File: src/rtl/usb_reg_frontend_if.sv
// USB external-bus pins and single-clock register bus.
// slave = frontend side, master = host / register-block side.
interface usb_reg_frontend_if #(
  parameter int ADDR_WIDTH = 6,
  parameter int BCNT_WIDTH = 16
);
  logic [7:0]            USB_Din;
  logic [7:0]            USB_Dout;
  logic                  USB_Doe;
  logic [7:0]            USB_Addr;
  logic                  USB_RDn;
  logic                  USB_WRn;
  logic                  USB_CEn;
  logic                  USB_ALEn;
  logic [ADDR_WIDTH-1:0] reg_address;
  logic [ADDR_WIDTH-1:0] reg_hypaddress;
  logic [BCNT_WIDTH-1:0] reg_bytecnt;
  logic [7:0]            reg_datao;
  logic [7:0]            reg_datai;
  logic [BCNT_WIDTH-1:0] reg_hyplen;
  logic [BCNT_WIDTH-1:0] reg_size;
  logic                  reg_read;
  logic                  reg_write;
  logic                  reg_addrvalid;
  logic                  proto_err;

  modport slave (
    input  USB_Din, USB_Addr,
    input  USB_RDn, USB_WRn,
    input  USB_CEn, USB_ALEn,
    input  reg_datai, reg_hyplen,
    output USB_Dout, USB_Doe,
    output reg_address, reg_hypaddress,
    output reg_bytecnt, reg_datao,
    output reg_size, reg_read,
    output reg_write, reg_addrvalid,
    output proto_err
  );

  modport master (
    output USB_Din, USB_Addr,
    output USB_RDn, USB_WRn,
    output USB_CEn, USB_ALEn,
    output reg_datai, reg_hyplen,
    input  USB_Dout, USB_Doe,
    input  reg_address, reg_hypaddress,
    input  reg_bytecnt, reg_datao,
    input  reg_size, reg_read,
    input  reg_write, reg_addrvalid,
    input  proto_err
  );
endinterface

File: src/rtl/usb_reg_frontend.sv
// USB async strobe bus to single-clock register bus bridge.
// Strobes are synchronised, edge-detected and sequenced by one FSM.
module usb_reg_frontend #(
  parameter int SYNC_STAGES = 2,
  parameter int ADDR_WIDTH  = 6,
  parameter int BCNT_WIDTH  = 16
) (
  input logic               clk,
  input logic               reset_i,
  usb_reg_frontend_if.slave bus
);
  localparam int SS = (SYNC_STAGES < 2) ? 2 : SYNC_STAGES;
  localparam int RD = 0;
  localparam int WR = 1;
  localparam int CE = 2;
  localparam int AL = 3;
  localparam logic [BCNT_WIDTH-1:0] ONE = 1;

  typedef enum logic [2:0] {
    S_IDLE, S_ADDR, S_READY, S_RD, S_WR
  } state_e;

  logic [SS:0][3:0]      sync_q;
  logic [3:0]            cur;
  logic [3:0]            prv;
  logic                  ce_act;
  logic                  both_low;
  logic                  ale_fall, ale_rise;
  logic                  rd_fall, rd_rise;
  logic                  wr_fall, wr_rise;
  logic                  unused_addr;

  state_e                state_q;
  logic [ADDR_WIDTH-1:0] addr_q;
  logic [BCNT_WIDTH-1:0] bcnt_q;
  logic [BCNT_WIDTH-1:0] size_q;
  logic [7:0]            datao_q;
  logic [7:0]            dout_q;
  logic                  rd_q;
  logic                  wr_q;
  logic                  addrv_q;
  logic                  doe_q;
  logic                  perr_q;
  logic                  size_pend_q;
  logic                  settle_q;
  logic                  inc_q;

  assign unused_addr = ^bus.USB_Addr;

  // Strobe synchronisers, idle-high after reset
  always_ff @(posedge clk) begin
    if (reset_i) sync_q <= '1;
    else sync_q <= {sync_q[SS-1:0],
                    bus.USB_ALEn, bus.USB_CEn,
                    bus.USB_WRn, bus.USB_RDn};
  end

  // Edge detection on the two oldest stages
  always_comb begin
    cur      = sync_q[SS-1];
    prv      = sync_q[SS];
    ce_act   = ~cur[CE] & ~prv[CE];
    both_low = ce_act & ~cur[RD] & ~cur[WR];
    ale_fall = prv[AL] & ~cur[AL];
    ale_rise = ~prv[AL] & cur[AL];
    rd_fall  = prv[RD] & ~cur[RD];
    rd_rise  = ~prv[RD] & cur[RD];
    wr_fall  = prv[WR] & ~cur[WR];
    wr_rise  = ~prv[WR] & cur[WR];
  end

  // Bus-cycle FSM with registered register-bus and pin outputs
  always_ff @(posedge clk) begin
    if (reset_i) begin
      state_q     <= S_IDLE;
      addr_q      <= '0;
      bcnt_q      <= '0;
      size_q      <= '0;
      datao_q     <= '0;
      dout_q      <= '0;
      rd_q        <= 1'b0;
      wr_q        <= 1'b0;
      addrv_q     <= 1'b0;
      doe_q       <= 1'b0;
      perr_q      <= 1'b0;
      size_pend_q <= 1'b0;
      settle_q    <= 1'b0;
      inc_q       <= 1'b0;
    end else begin
      rd_q        <= 1'b0;
      wr_q        <= 1'b0;
      size_pend_q <= 1'b0;
      settle_q    <= 1'b0;
      inc_q       <= 1'b0;
      if (size_pend_q) size_q <= bus.reg_hyplen;
      if (inc_q) bcnt_q <= bcnt_q + ONE;
      if (!ce_act) begin
        doe_q <= 1'b0;
      end else if (ale_fall) begin
        addr_q  <= bus.USB_Addr[ADDR_WIDTH-1:0];
        bcnt_q  <= '0;
        addrv_q <= 1'b0;
        doe_q   <= 1'b0;
        state_q <= S_ADDR;
      end else if (both_low) begin
        perr_q  <= 1'b1;
        doe_q   <= 1'b0;
        state_q <= S_READY;
      end else begin
        unique case (state_q)
          S_ADDR: begin
            if (ale_rise) begin
              addrv_q     <= 1'b1;
              size_pend_q <= 1'b1;
              state_q     <= S_READY;
            end
          end
          S_READY: begin
            if (rd_fall) begin
              rd_q    <= 1'b1;
              state_q <= S_RD;
            end else if (wr_fall) begin
              state_q <= S_WR;
            end
          end
          S_RD: begin
            if (rd_rise) begin
              doe_q   <= 1'b0;
              bcnt_q  <= bcnt_q + ONE;
              state_q <= S_READY;
            end else begin
              settle_q <= rd_q;
              if (settle_q) begin
                dout_q <= bus.reg_datai;
                doe_q  <= 1'b1;
              end
            end
          end
          S_WR: begin
            if (wr_rise) begin
              datao_q <= bus.USB_Din;
              wr_q    <= 1'b1;
              inc_q   <= 1'b1;
              state_q <= S_READY;
            end
          end
          default: ;
        endcase
      end
    end
  end

  assign bus.USB_Dout       = dout_q;
  assign bus.USB_Doe        = doe_q;
  assign bus.reg_address    = addr_q;
  assign bus.reg_hypaddress = addr_q;
  assign bus.reg_bytecnt    = bcnt_q;
  assign bus.reg_datao      = datao_q;
  assign bus.reg_size       = size_q;
  assign bus.reg_read       = rd_q;
  assign bus.reg_write      = wr_q;
  assign bus.reg_addrvalid  = addrv_q;
  assign bus.proto_err      = perr_q;
endmodule

File: src/flat_wrapper.sv
// flat-port wrapper written by rule: the top's interface ports become plain ports
module usb_reg_frontend_flat 
#(
  parameter int SYNC_STAGES = 2,
  parameter int ADDR_WIDTH  = 6,
  parameter int BCNT_WIDTH  = 16
)
  (clk, reset_i, bus_USB_Din, bus_USB_Addr, bus_USB_RDn, bus_USB_WRn, bus_USB_CEn, bus_USB_ALEn, bus_reg_datai, bus_reg_hyplen, bus_USB_Dout, bus_USB_Doe, bus_reg_address, bus_reg_hypaddress, bus_reg_bytecnt, bus_reg_datao, bus_reg_size, bus_reg_read, bus_reg_write, bus_reg_addrvalid, bus_proto_err);
  usb_reg_frontend_if #(.ADDR_WIDTH(ADDR_WIDTH), .BCNT_WIDTH(BCNT_WIDTH)) bus_i ();
  input logic clk;
  input logic reset_i;
  input wire logic [$bits(bus_i.USB_Din)-1:0] bus_USB_Din;
  input wire logic [$bits(bus_i.USB_Addr)-1:0] bus_USB_Addr;
  input wire logic [$bits(bus_i.USB_RDn)-1:0] bus_USB_RDn;
  input wire logic [$bits(bus_i.USB_WRn)-1:0] bus_USB_WRn;
  input wire logic [$bits(bus_i.USB_CEn)-1:0] bus_USB_CEn;
  input wire logic [$bits(bus_i.USB_ALEn)-1:0] bus_USB_ALEn;
  input wire logic [$bits(bus_i.reg_datai)-1:0] bus_reg_datai;
  input wire logic [$bits(bus_i.reg_hyplen)-1:0] bus_reg_hyplen;
  output wire logic [$bits(bus_i.USB_Dout)-1:0] bus_USB_Dout;
  output wire logic [$bits(bus_i.USB_Doe)-1:0] bus_USB_Doe;
  output wire logic [$bits(bus_i.reg_address)-1:0] bus_reg_address;
  output wire logic [$bits(bus_i.reg_hypaddress)-1:0] bus_reg_hypaddress;
  output wire logic [$bits(bus_i.reg_bytecnt)-1:0] bus_reg_bytecnt;
  output wire logic [$bits(bus_i.reg_datao)-1:0] bus_reg_datao;
  output wire logic [$bits(bus_i.reg_size)-1:0] bus_reg_size;
  output wire logic [$bits(bus_i.reg_read)-1:0] bus_reg_read;
  output wire logic [$bits(bus_i.reg_write)-1:0] bus_reg_write;
  output wire logic [$bits(bus_i.reg_addrvalid)-1:0] bus_reg_addrvalid;
  output wire logic [$bits(bus_i.proto_err)-1:0] bus_proto_err;
  assign bus_i.USB_Din = bus_USB_Din;
  assign bus_i.USB_Addr = bus_USB_Addr;
  assign bus_i.USB_RDn = bus_USB_RDn;
  assign bus_i.USB_WRn = bus_USB_WRn;
  assign bus_i.USB_CEn = bus_USB_CEn;
  assign bus_i.USB_ALEn = bus_USB_ALEn;
  assign bus_i.reg_datai = bus_reg_datai;
  assign bus_i.reg_hyplen = bus_reg_hyplen;
  assign bus_USB_Dout = bus_i.USB_Dout;
  assign bus_USB_Doe = bus_i.USB_Doe;
  assign bus_reg_address = bus_i.reg_address;
  assign bus_reg_hypaddress = bus_i.reg_hypaddress;
  assign bus_reg_bytecnt = bus_i.reg_bytecnt;
  assign bus_reg_datao = bus_i.reg_datao;
  assign bus_reg_size = bus_i.reg_size;
  assign bus_reg_read = bus_i.reg_read;
  assign bus_reg_write = bus_i.reg_write;
  assign bus_reg_addrvalid = bus_i.reg_addrvalid;
  assign bus_proto_err = bus_i.proto_err;
  usb_reg_frontend #(.SYNC_STAGES(SYNC_STAGES), .ADDR_WIDTH(ADDR_WIDTH), .BCNT_WIDTH(BCNT_WIDTH)) u_core (.clk(clk), .reset_i(reset_i), .bus(bus_i));
endmodule
File: config.mk
export PLATFORM = sky130hd
export DESIGN_NAME = usb_reg_frontend_flat
export DESIGN_NICKNAME = d
export VERILOG_FILES = /design/src/rtl/usb_reg_frontend_if.sv /design/src/rtl/usb_reg_frontend.sv /design/src/flat_wrapper.sv
export SDC_FILE = /design/constraint.sdc
export NUM_CORES = 1
export LEC_CHECK = 0
export BUFFER_PORTS_ARGS = -buffer_cell sky130_fd_sc_hd__buf_2
export CORE_MARGIN = 2
export CORE_UTILIZATION = 52
export CTS_BUF_LIST = sky130_fd_sc_hd__clkbuf_4 sky130_fd_sc_hd__clkbuf_8 sky130_fd_sc_hd__clkbuf_16
export CTS_CLUSTER_SIZE = 12
export DETAILED_ROUTE_END_ITERATION = 10
export GPL_TIMING_DRIVEN = 0
export PLACE_DENSITY = 0.86
export SYNTH_ARGS = -nofsm -noshare
export SYNTH_HDL_FRONTEND = slang
export SYNTH_SLANG_ARGS = --single-unit
File: constraint.sdc
create_clock -name clk -period 3.3 [get_ports clk]
set_input_delay 0.495 -clock clk [delete_from_list [all_inputs] [get_ports clk]]
set_output_delay 0.495 -clock clk [all_outputs]
set_load 0.02 [all_outputs]
# Word level (Yosys, flattened, before mapping)
# Index checks and enable logic that the tools add are counted.
# totals
reg_bits	76
inputBits	46
output_inout_bits	65
elab_cells	90
# classes
add_sub_neg	1
n_eq_ne	9
muxes	23
bitwise_logic	25
reduce_logical	16
# ops
cell	count
2-to-1 mux 16 bit	6
2-to-1 mux 3 bit	7
adder 16 x 1 -> 16 bit (second input constant)	1
inverter 1 bit	16
OR reduction 5 bit	3
!= test 4 x 1 -> 1 bit (second input constant)	3
case mux 3 bit (4 select lines)	1
AND reduction 6 bit	2
AND 1 bit	9
2-to-1 mux 1 bit	9
== test 3 x 2 -> 1 bit (second input constant)	2
nonzero test 2 bit	3
nonzero test 6 bit	1
OR reduction 6 bit	1
!= test 5 x 1 -> 1 bit (second input constant)	1
AND reduction 5 bit	1
AND reduction 2 bit	2
AND reduction 4 bit	1
OR reduction 4 bit	1
== test 3 x 1 -> 1 bit (second input constant)	1
== test 3 bit (second input constant)	1
AND reduction 3 bit	1
!= test 2 bit (second input constant)	1

# Depth between registers and ports, before layout
# Gate-level depths: netlist (run 1).
# depth
ltp_word	7
mapped_depth	7
mapped_depth_nobuf	7

# Worst setup path after synthesis (run 1)
# OpenSTA, ideal clock, no wires.
# synth_path
path_type	register to register
from	reg u_core.sync_q, in the netlist u_core.cur[3]
to	reg u_core.datao_q[0] (netlist: u_core.bus.reg_datao[0])
setup_ps	58
arrival_ps	1699
required_ps	3242
setup_slack_ps	1542
path_stages_with_launch	7
n_path_buf	1
period_less_slack_ps	1758
cell_sequence	dfxtp_1 -> inv_1 -> ha_1 -> or4_1 -> buf_2 -> nor3_4 -> o22a_1
# synth_via
elab_chain_cells	4
# synth_lines
item	line	text
start: declaration	usb_reg_frontend.sv:23	logic [SS:0][3:0] sync_q;
start signal: assignment	usb_reg_frontend.sv:53	else sync_q <= {sync_q[SS-1:0],
inverter 1 bit	usb_reg_frontend.sv:64	ale_fall = prv[AL] & ~cur[AL];
AND 1 bit	usb_reg_frontend.sv:64	
inverter 1 bit (no line)	--	
AND reduction 5 bit (no line)	--	
end signal: assignment	usb_reg_frontend.sv:141	datao_q <= bus.USB_Din;
end: declaration	usb_reg_frontend.sv:37	logic [7:0] datao_q;
# No other way between the ends.
# A chain may end at the register's enable or synchronous reset.

# Final worst setup path (run 1)
# layout_path
from	reg u_core.sync_q, in the netlist u_core.prv[2]
to	reg u_core.bcnt_q[10] (netlist: u_core.bus.reg_bytecnt[10])
# layout_via
elab_chain_cells	7
# layout_lines
item	line	text
inverter 1 bit (*)	usb_reg_frontend.sv:62	ce_act = ~cur[CE] & ~prv[CE];
AND 1 bit (*)	usb_reg_frontend.sv:62	
AND 1 bit (2 in a row)	usb_reg_frontend.sv:63	both_low = ce_act & ~cur[RD] & ~cur[WR];
2-to-1 mux 16 bit	usb_reg_frontend.sv:105	end else if (both_low) begin
2-to-1 mux 16 bit	usb_reg_frontend.sv:99	end else if (ale_fall) begin
2-to-1 mux 16 bit (*)	usb_reg_frontend.sv:97	if (!ce_act) begin
end signal: assignment	usb_reg_frontend.sv:96	if (inc_q) bcnt_q <= bcnt_q + ONE;
end signal: assignment	usb_reg_frontend.sv:129	bcnt_q <= bcnt_q + ONE;
end: declaration	usb_reg_frontend.sv:35	logic [BCNT_WIDTH-1:0] bcnt_q;
# Mark *: on every way between the ends. The rest lies on a longest branch, timed or not.

==> run_results.csv, run 1 <==
group,metric,value,unit
die,die_y,79.8,um
grt,track_usage,0.207,
worst_setup_path,critical_path.startpoint_type,"flip-flop",
timing,rsz0062_at_grt,"no",
grt,grt_overflow,0,
timing,worst_slack,1.29,ns
logic_synthesis,syn_area_per_cell,9.55,sq um
worst_setup_path,cp_common_cell,"nor2_1",
power,power_frac_comb,0.032,
clocking,postCtsHoldBufs,0,
die,initial_core_util,0.539,
timing,fin_crit,2.01,ns
power,p_int,1.33,mW
placement,pre_cts_slack,1.32,ns
clocking,cts_setup_buffers,0,
drt,wl_per_cell,12.4,um
logic_synthesis,yosysWarnings,0,
grt,grt_max_degree,14,
drt,drt_iter0_drc,109,
clocking,cts_buffers,9,
drt,via_count,2618,
drt,drtAntennaViolNets,0,
grt,grt_pass1_wl,10400,um
clocking,path_clk_slew,0.08,ns
die,dieWidth,79.8,um
die,dieArea,6370,sq um
layout,diodes,0,
status,status,"completed",
timing,worst_pin_slew,0.694,ns
logic_synthesis,ys_seq_area_frac,0.509,
layout,final_util,0.690,
power,p_sw_frac,0.215,
worst_setup_path,max_stage_delay,0.42,ns
clocking,worstSkewPairLatency,0.34,ns
timing,setup_viol,0,
layout,layout-drive-gt1-share,0.336,
drt,met3_length,412,um
power,peakVddDrop,0.000254,V
layout,fill_cells,462,
logic_synthesis,synth_nets,362,
clocking,cts_sinks,76,
timing,period_share,0.608,
power,power.switching,0.363,mW
drt,dr.pass1.iters,5,
layout,syn2layout_area_growth,28.0,%
logic_synthesis,synthCells,313,
placement,place.port_buffers,108,
grt,antenna_found_initial,0,
placement,dpl.hpwl,4710,um
worst_setup_path,crit_arrival,2.23,ns
drt,wl_met2,3010,um
power,p_leak,1.72,nW
grt,grt_pass1_vias,2514,
timing,setup_tns,0,ns
logic_synthesis,async_flop_share,0,
logic_synthesis,synth_area_leaders,"dfxtp_1 51%, mux2i_1 8.4%, nor2_1 6.3%",
clocking,cts_tree,"done",
worst_setup_path,crit_family,"simple AND/OR/NAND/NOR gates",
power,p_per_area,443,nW/um^2
layout,seqCellArea,1520,sq um
clocking,htree_levels,3,
min_path,hold_path_depth,2,
clocking,cts_resized,0,
worst_setup_path,path_cells,"nor2_1, a41o_1, buf_1, nand4_1, xor2_1, nor2_1",
drt,vias_per_cell,5.14,
worst_setup_path,required,3.53,ns
drt,top_layer_used,"met4",
layout,final_nets,481,
min_path,min_to,"u_core.sync_q[0]",
worst_setup_path,r2r_start,"u_core.prv[2]",
clocking,cts_max_path_buffers,2,
logic_synthesis,synth.largest_area_cell,"dfxtp_1",
logic_synthesis,synthFlopType,"dfxtp_1",
drt,routedLengthMet1,2790,um
logic_synthesis,syn-cell-area,2990,sq um
timing,slew_viol_final,0,
min_path,hp-class,"input pin to flip-flop",
logic_synthesis,ys_top_cells_by_count,"76 x dfxtp_1, 50 x nor2_1, 25 x mux2i_1, 18 x nand2_1",
job,maxCapViolations,0,
drt,drt_wl_total,6310,um
timing,fmax,498,MHz
die,rows,27,
die,io_pins,111,
worst_setup_path,path_buf_inv,1,
logic_synthesis,synth_edf_count,0,
drt,drc,0,
logic_synthesis,ys_ff_latch,76,
worst_setup_path,critPathKind,"flip-flop to flip-flop",
timing,finClkSkew,0.00893,ns
placement,place.gp.congestion,0.903,
clocking,cts_root_buf,"clkbuf_8",
worst_setup_path,crit_path_end_kind,"flip-flop",
die,core-area,5540,sq um
logic_synthesis,yosysMostFrequentCell,"dfxtp_1",
timing,slew_headroom,0.537,
worst_setup_path,reg2reg_slack,1.29,ns
logic_synthesis,synth_top_area_frac,0.509,
power,clock_power_share,0.421,
worst_setup_path,reg2reg_to,"u_core.bus.reg_bytecnt[10]",
logic_synthesis,synth_cell_type_count,42,
timing,finalHoldViolations,0,
min_path,holdCritStartpoint,"bus_USB_RDn",
layout,multiInputGateArea,1350,sq um
worst_setup_path,crit_slowest_cell,"nor2_1",
power,pwr-share-seq,0.547,
worst_setup_path,crit_path_max_fanout,10,
worst_setup_path,worst-r2r-cell-count,6,
==> area by class of cell <==
type,instances,share of cell area
multi-input combinational,214,0.354
clock inverter,5,0.0160
clock buffer,11,0.0379
timing repair buffer,108,0.141
sequential,76,0.398
inverter,2,0.00196
buffer,21,0.0275
tap,72,0.0236
==> how the worst max path moves through the flow <==
stage / from / end / cells past startpoint
after floorplan: u_core.cur[3] / u_core.bus.reg_datao[0] / 6
after global placement: u_core.prv[2] / u_core.bus.reg_bytecnt[10] / 6
after detailed placement: u_core.prv[2] / u_core.bus.reg_bytecnt[8] / 6
after CTS: u_core.prv[2] / u_core.bus.reg_bytecnt[8] / 6
after global routing: u_core.prv[2] / u_core.bus.reg_bytecnt[8] / 6
final: u_core.prv[2] / u_core.bus.reg_bytecnt[10] / 6
==> cells in the final DEF, fill, tap and decap left out, types with 2 or more instances in the layout <==
cell,netlist,layout
and4_1,3,3
or2_2,12,12
nor3_1,3,3
o21ai_0,4,4
a211oi_1,2,2
o22a_1,9,9
or3_1,3,3
inv_1,2,2
ha_1,3,3
mux2i_1,25,25
nand2_1,18,18
and3_1,7,7
nor2b_1,12,12
nand3_1,7,7
nand2b_1,5,5
clkbuf_1,11,11
a21oi_1,12,12
nor2_1,50,50
buf_4,6,6
xor2_1,12,12
nand4_1,8,8
nor3b_1,2,2
clkbuf_8,0,10
clkinvlp_4,0,3
buf_2,2,110
dfxtp_1,76,76
a31oi_1,2,2
==> power by group through the flow <==
stage / logic (mW) / clock network (mW) / registers [mW]
floorplan: 0.0230 / 0 / 0.946
global placement: 0.0532 / 0 / 0.947
detailed placement: 0.0550 / 0 / 0.947
CTS: 0.0552 / 0.728 / 0.926
global route: 0.0610 / 0.769 / 0.926
finish: 0.0544 / 0.712 / 0.926
==> worst register-to-register path: cells and delay by family (launching register included) <==
kind | cells | cell delay, ns
xor+xnor | 1 | 0.18
flops | 1 | 0.32
simple gates | 3 | 0.66
buf+inv | 1 | 0.39
compound gates | 1 | 0.36
==> per-stage QoR <==
step                      total power [mW]  instances  cell area [sq um]  hold WS, ns
final                                 1.69        509               3820        0.338
after global routing                  1.76        509               3820        0.312
after CTS                             1.71        509               3820        0.323
after detailed placement              1.00        493               3620        0.395
after global placement                1.00        493               3620        0.391
after floorplan                      0.969        313               2990        0.389
==> per-layer routing <==
layer  vias to the layer above  GRT usage
met2                        92      0.354
li1                       1312          -
met3                         9     0.0622
met4                         0      0.110
met5                         -          0
met1                      1205      0.232
==> cells by family (layout without fill, tap and decap cells) <==
group | count (synthesis) | count (layout) | share of synthesized area
compound gates | 35 | 35 | 0.0792
xor+xnor | 13 | 13 | 0.0381
fa+ha+maj | 3 | 3 | 0.0126
buf+inv | 23 | 147 | 0.0377
flops | 76 | 76 | 0.509
mux | 26 | 26 | 0.0875
simple gates | 137 | 137 | 0.236
==> registers in the layout (all words and copies together), names as in the netlist <==
register                  flops
u_core.bus.reg_read           1
u_core.cur                    4
u_core.bus.USB_Dout           8
u_core.prv                    4
u_core.bus.proto_err          1
u_core.settle_q               1
u_core.size_pend_q            1
u_core.bus.reg_address        6
u_core.state_q                3
u_core.bus.USB_Doe            1
u_core.bus.reg_bytecnt       16
u_core.bus.reg_addrvalid      1
u_core.bus.reg_datao          8
u_core.inc_q                  1
u_core.bus.reg_size          16
u_core.sync_q                 4
(Power assumes the default switching activity.)
==> inputs of run 2 (changes only) <==
--- a/config.mk
+++ b/config.mk
@@ -5,14 +5,15 @@
 export SDC_FILE = /design/constraint.sdc
 export NUM_CORES = 1
 export LEC_CHECK = 0
+export ABC_AREA = 1
 export BUFFER_PORTS_ARGS = -buffer_cell sky130_fd_sc_hd__buf_2
 export CORE_MARGIN = 2
-export CORE_UTILIZATION = 52
+export CORE_UTILIZATION = 50
 export CTS_BUF_LIST = sky130_fd_sc_hd__clkbuf_4 sky130_fd_sc_hd__clkbuf_8 sky130_fd_sc_hd__clkbuf_16
 export CTS_CLUSTER_SIZE = 12
 export DETAILED_ROUTE_END_ITERATION = 10
 export GPL_TIMING_DRIVEN = 0
-export PLACE_DENSITY = 0.86
+export PLACE_DENSITY = 0.82
 export SYNTH_ARGS = -nofsm -noshare
 export SYNTH_HDL_FRONTEND = slang
 export SYNTH_SLANG_ARGS = --single-unit
==> constraint.sdc (replaced) <==
create_clock -name clk -period 1.95 [get_ports clk]
set_input_delay 0.2925 -clock clk [delete_from_list [all_inputs] [get_ports clk]]
set_output_delay 0.2925 -clock clk [all_outputs]
set_load 0.02 [all_outputs]
==> run_results.csv, run 2 <==
group,metric,value,unit
grt,antenna_found_initial,0,
power,p_per_area,671,nW/um^2
layout,layout-drive-gt1-share,0.284,
clocking,worstSkewPairLatency,0.33,ns
drt,via_count,3174,
min_path,hp-class,"input pin to flip-flop",
drt,vias_per_cell,4.91,
clocking,postCtsHoldBufs,0,
timing,finalHoldViolations,0,
logic_synthesis,synth_edf_count,0,
timing,setup_tns,0,ns
placement,place.port_buffers,108,
timing,finClkSkew,0.0110,ns
timing,fmax,571,MHz
clocking,cts_sinks,76,
layout,syn2layout_area_growth,25.0,%
logic_synthesis,syn_area_per_cell,7.32,sq um
logic_synthesis,synth_top_area_frac,0.465,
placement,pre_cts_slack,0.155,ns
timing,fin_crit,1.75,ns
die,die_y,84.9,um
clocking,cts_resized,0,
timing,setup_viol,0,
timing,period_share,0.898,
logic_synthesis,yosysWarnings,0,
worst_setup_path,critical_path.startpoint_type,"flip-flop",
logic_synthesis,synth.largest_area_cell,"dfxtp_1",
grt,grt_max_degree,12,
layout,layout_commonest_cell,"buf_2",
timing,worst_pin_slew,0.440,ns
grt,grt_pass1_vias,2855,
drt,drtAntennaViolNets,0,
layout,mostFrequentLayoutCells,"111 x buf_2, 110 x nor2_1, 76 x dfxtp_1",
worst_setup_path,max_stage_delay,0.34,ns
grt,track_usage,0.204,
logic_synthesis,ys_top_cells_by_count,"112 x nor2_1, 76 x dfxtp_1, 68 x nand2_1, 38 x o21ai_0, 36 x inv_1",
logic_synthesis,ys_ff_latch,76,
clocking,cts_root_buf,"clkbuf_8",
drt,dr.pass1.iters,4,
die,initial_core_util,0.515,
drt,wl_per_cell,11.3,um
logic_synthesis,synth_nets,496,
timing,worst_slack,0.199,ns
worst_setup_path,r2r_start,"u_core.cur[3]",
worst_setup_path,crit_arrival,1.97,ns
grt,grt_overflow,0,
job,maxCapViolations,0,
clocking,cts_buffers,9,
worst_setup_path,cp_common_cell,"inv_1",
logic_synthesis,syn-cell-area,3270,sq um
layout,final_nets,615,
min_path,hold_path_depth,2,
die,core-area,6350,sq um
layout,final_util,0.644,
logic_synthesis,synth_cell_type_count,32,
clocking,cts_setup_buffers,0,
layout,multiInputGateArea,1500,sq um
logic_synthesis,synthCells,447,
worst_setup_path,crit_path_end_kind,"flip-flop",
logic_synthesis,async_flop_share,0,
timing,slew_headroom,0.707,
power,p_total,2.75,mW
die,io_pins,111,
worst_setup_path,reg2reg_slack,0.20,ns
worst_setup_path,critPathKind,"flip-flop to flip-flop",
die,dieWidth,84.9,um
worst_setup_path,reg2reg_to,"u_core.bus.reg_datao[5]",
power,peakVddDrop,0.000497,V
die,dieArea,7210,sq um
logic_synthesis,synth_area_leaders,"dfxtp_1 46%, nor2_1 13%, nand2_1 7.8%",
logic_synthesis,ys_seq_area_frac,0.465,
clocking,cts_max_path_buffers,2,
worst_setup_path,required,2.17,ns
worst_setup_path,path_cells,"inv_1, ha_1, inv_1, nand2_2, inv_1, nand4_1, o21ai_0, nor2_1",
drt,drc,0,
layout,diodes,0,
die,rows,29,
drt,drt_iter0_drc,178,
placement,dpl.hpwl,5460,um
status,status,"completed",
placement,place.gp.congestion,0.852,
layout,seqCellArea,1520,sq um
power,p_leak,2.03,nW
clocking,cts_tree,"done",
drt,drt_wl_total,7320,um
logic_synthesis,yosysMostFrequentCell,"nor2_1",
worst_setup_path,worst-r2r-cell-count,8,
worst_setup_path,worst_setup_path_startpoint,"u_core.cur[3]",
timing,rsz0062_at_grt,"yes",
logic_synthesis,synthFlopType,"dfxtp_1",
layout,fill_cells,571,
grt,grt_pass1_wl,12000,um
clocking,path_clk_slew,0.07,ns
worst_setup_path,crit_path_max_fanout,8,
worst_setup_path,critPathCapture,"u_core.bus.reg_datao[5]",
worst_setup_path,crit_slowest_cell,"dfxtp_1",
clocking,htree_levels,3,
timing,slew_viol_final,0,
==> run 2: cell types whose count changed after synthesis, moves of 8 or more <==
cell / change
nand2_1: +50
mux2i_1: -25
nand3_1: +21
o21ai_0: +34
nor2_1: +62
o22a_1: -9
xor2_1: -8
inv_1: +34
nor2b_1: -12
==> run 2: worst min-delay path by stage <==
stage	from	end	slack (ns)
2_1_floorplan	u_core.sync_q[0]	u_core.cur[0]	0.39
3_3_place_gp	u_core.sync_q[1]	u_core.cur[1]	0.39
3_5_place_dp	u_core.sync_q[3]	u_core.cur[3]	0.40
4_1_cts	bus_USB_CEn	u_core.sync_q[2]	0.12
5_1_grt	bus_USB_CEn	u_core.sync_q[2]	0.12
6_report	bus_USB_CEn	u_core.sync_q[2]	0.14
==> run 2: cell families after synthesis <==
kind of cell,count (synthesis),share of synthesized area
fa+ha+maj,3,0.0115
compound gates,60,0.0963
simple gates,246,0.337
buf+inv,58,0.0799
flops,76,0.465
xor+xnor,4,0.0107
==> run 2: where the power goes <==
part           internal, mW  leakage (nW)  switching, mW
clock                 0.550        0.0961          0.522
combinational        0.0501          1.32         0.0578
sequential             1.56         0.614        0.00523
==> run 2: worst max-delay path: cells and delay by family (launching register included) <==
kind	cells	cell delay, ns
and+or+nand+nor	3	0.45
buffers and inverters	3	0.38
AOI/OAI and AO/OA	1	0.30
adders and majority gates	1	0.19
DFF	1	0.34
==> run 2: through the flow <==
step                instance area, sq um  instances  hold WS, ns
floorplan                           3270        447        0.389
global placement                    3910        632        0.391
detailed placement                  3910        632        0.397
CTS                                 4090        647        0.125
global route                        4090        647        0.120
finish                              4090        647        0.138
==> run 2: layer usage <==
layer	global-route usage	up-vias	share of wire
met2	0.341	83	0.49
met4	0.0678	0	0.013
li1	-	1650	-
met1	0.254	1432	0.45
met3	0.0564	9	0.052
met5	0	-	0
==> run 2: final cells by class <==
class,count,area share
Buffer,19,0.0275
Clock inverter,2,0.00245
Inverter,39,0.0364
Timing Repair Buffer,108,0.132
Multi-Input combinational cell,313,0.365
Clock buffer,13,0.0407
Sequential cell,76,0.372
Tap cell,77,0.0235
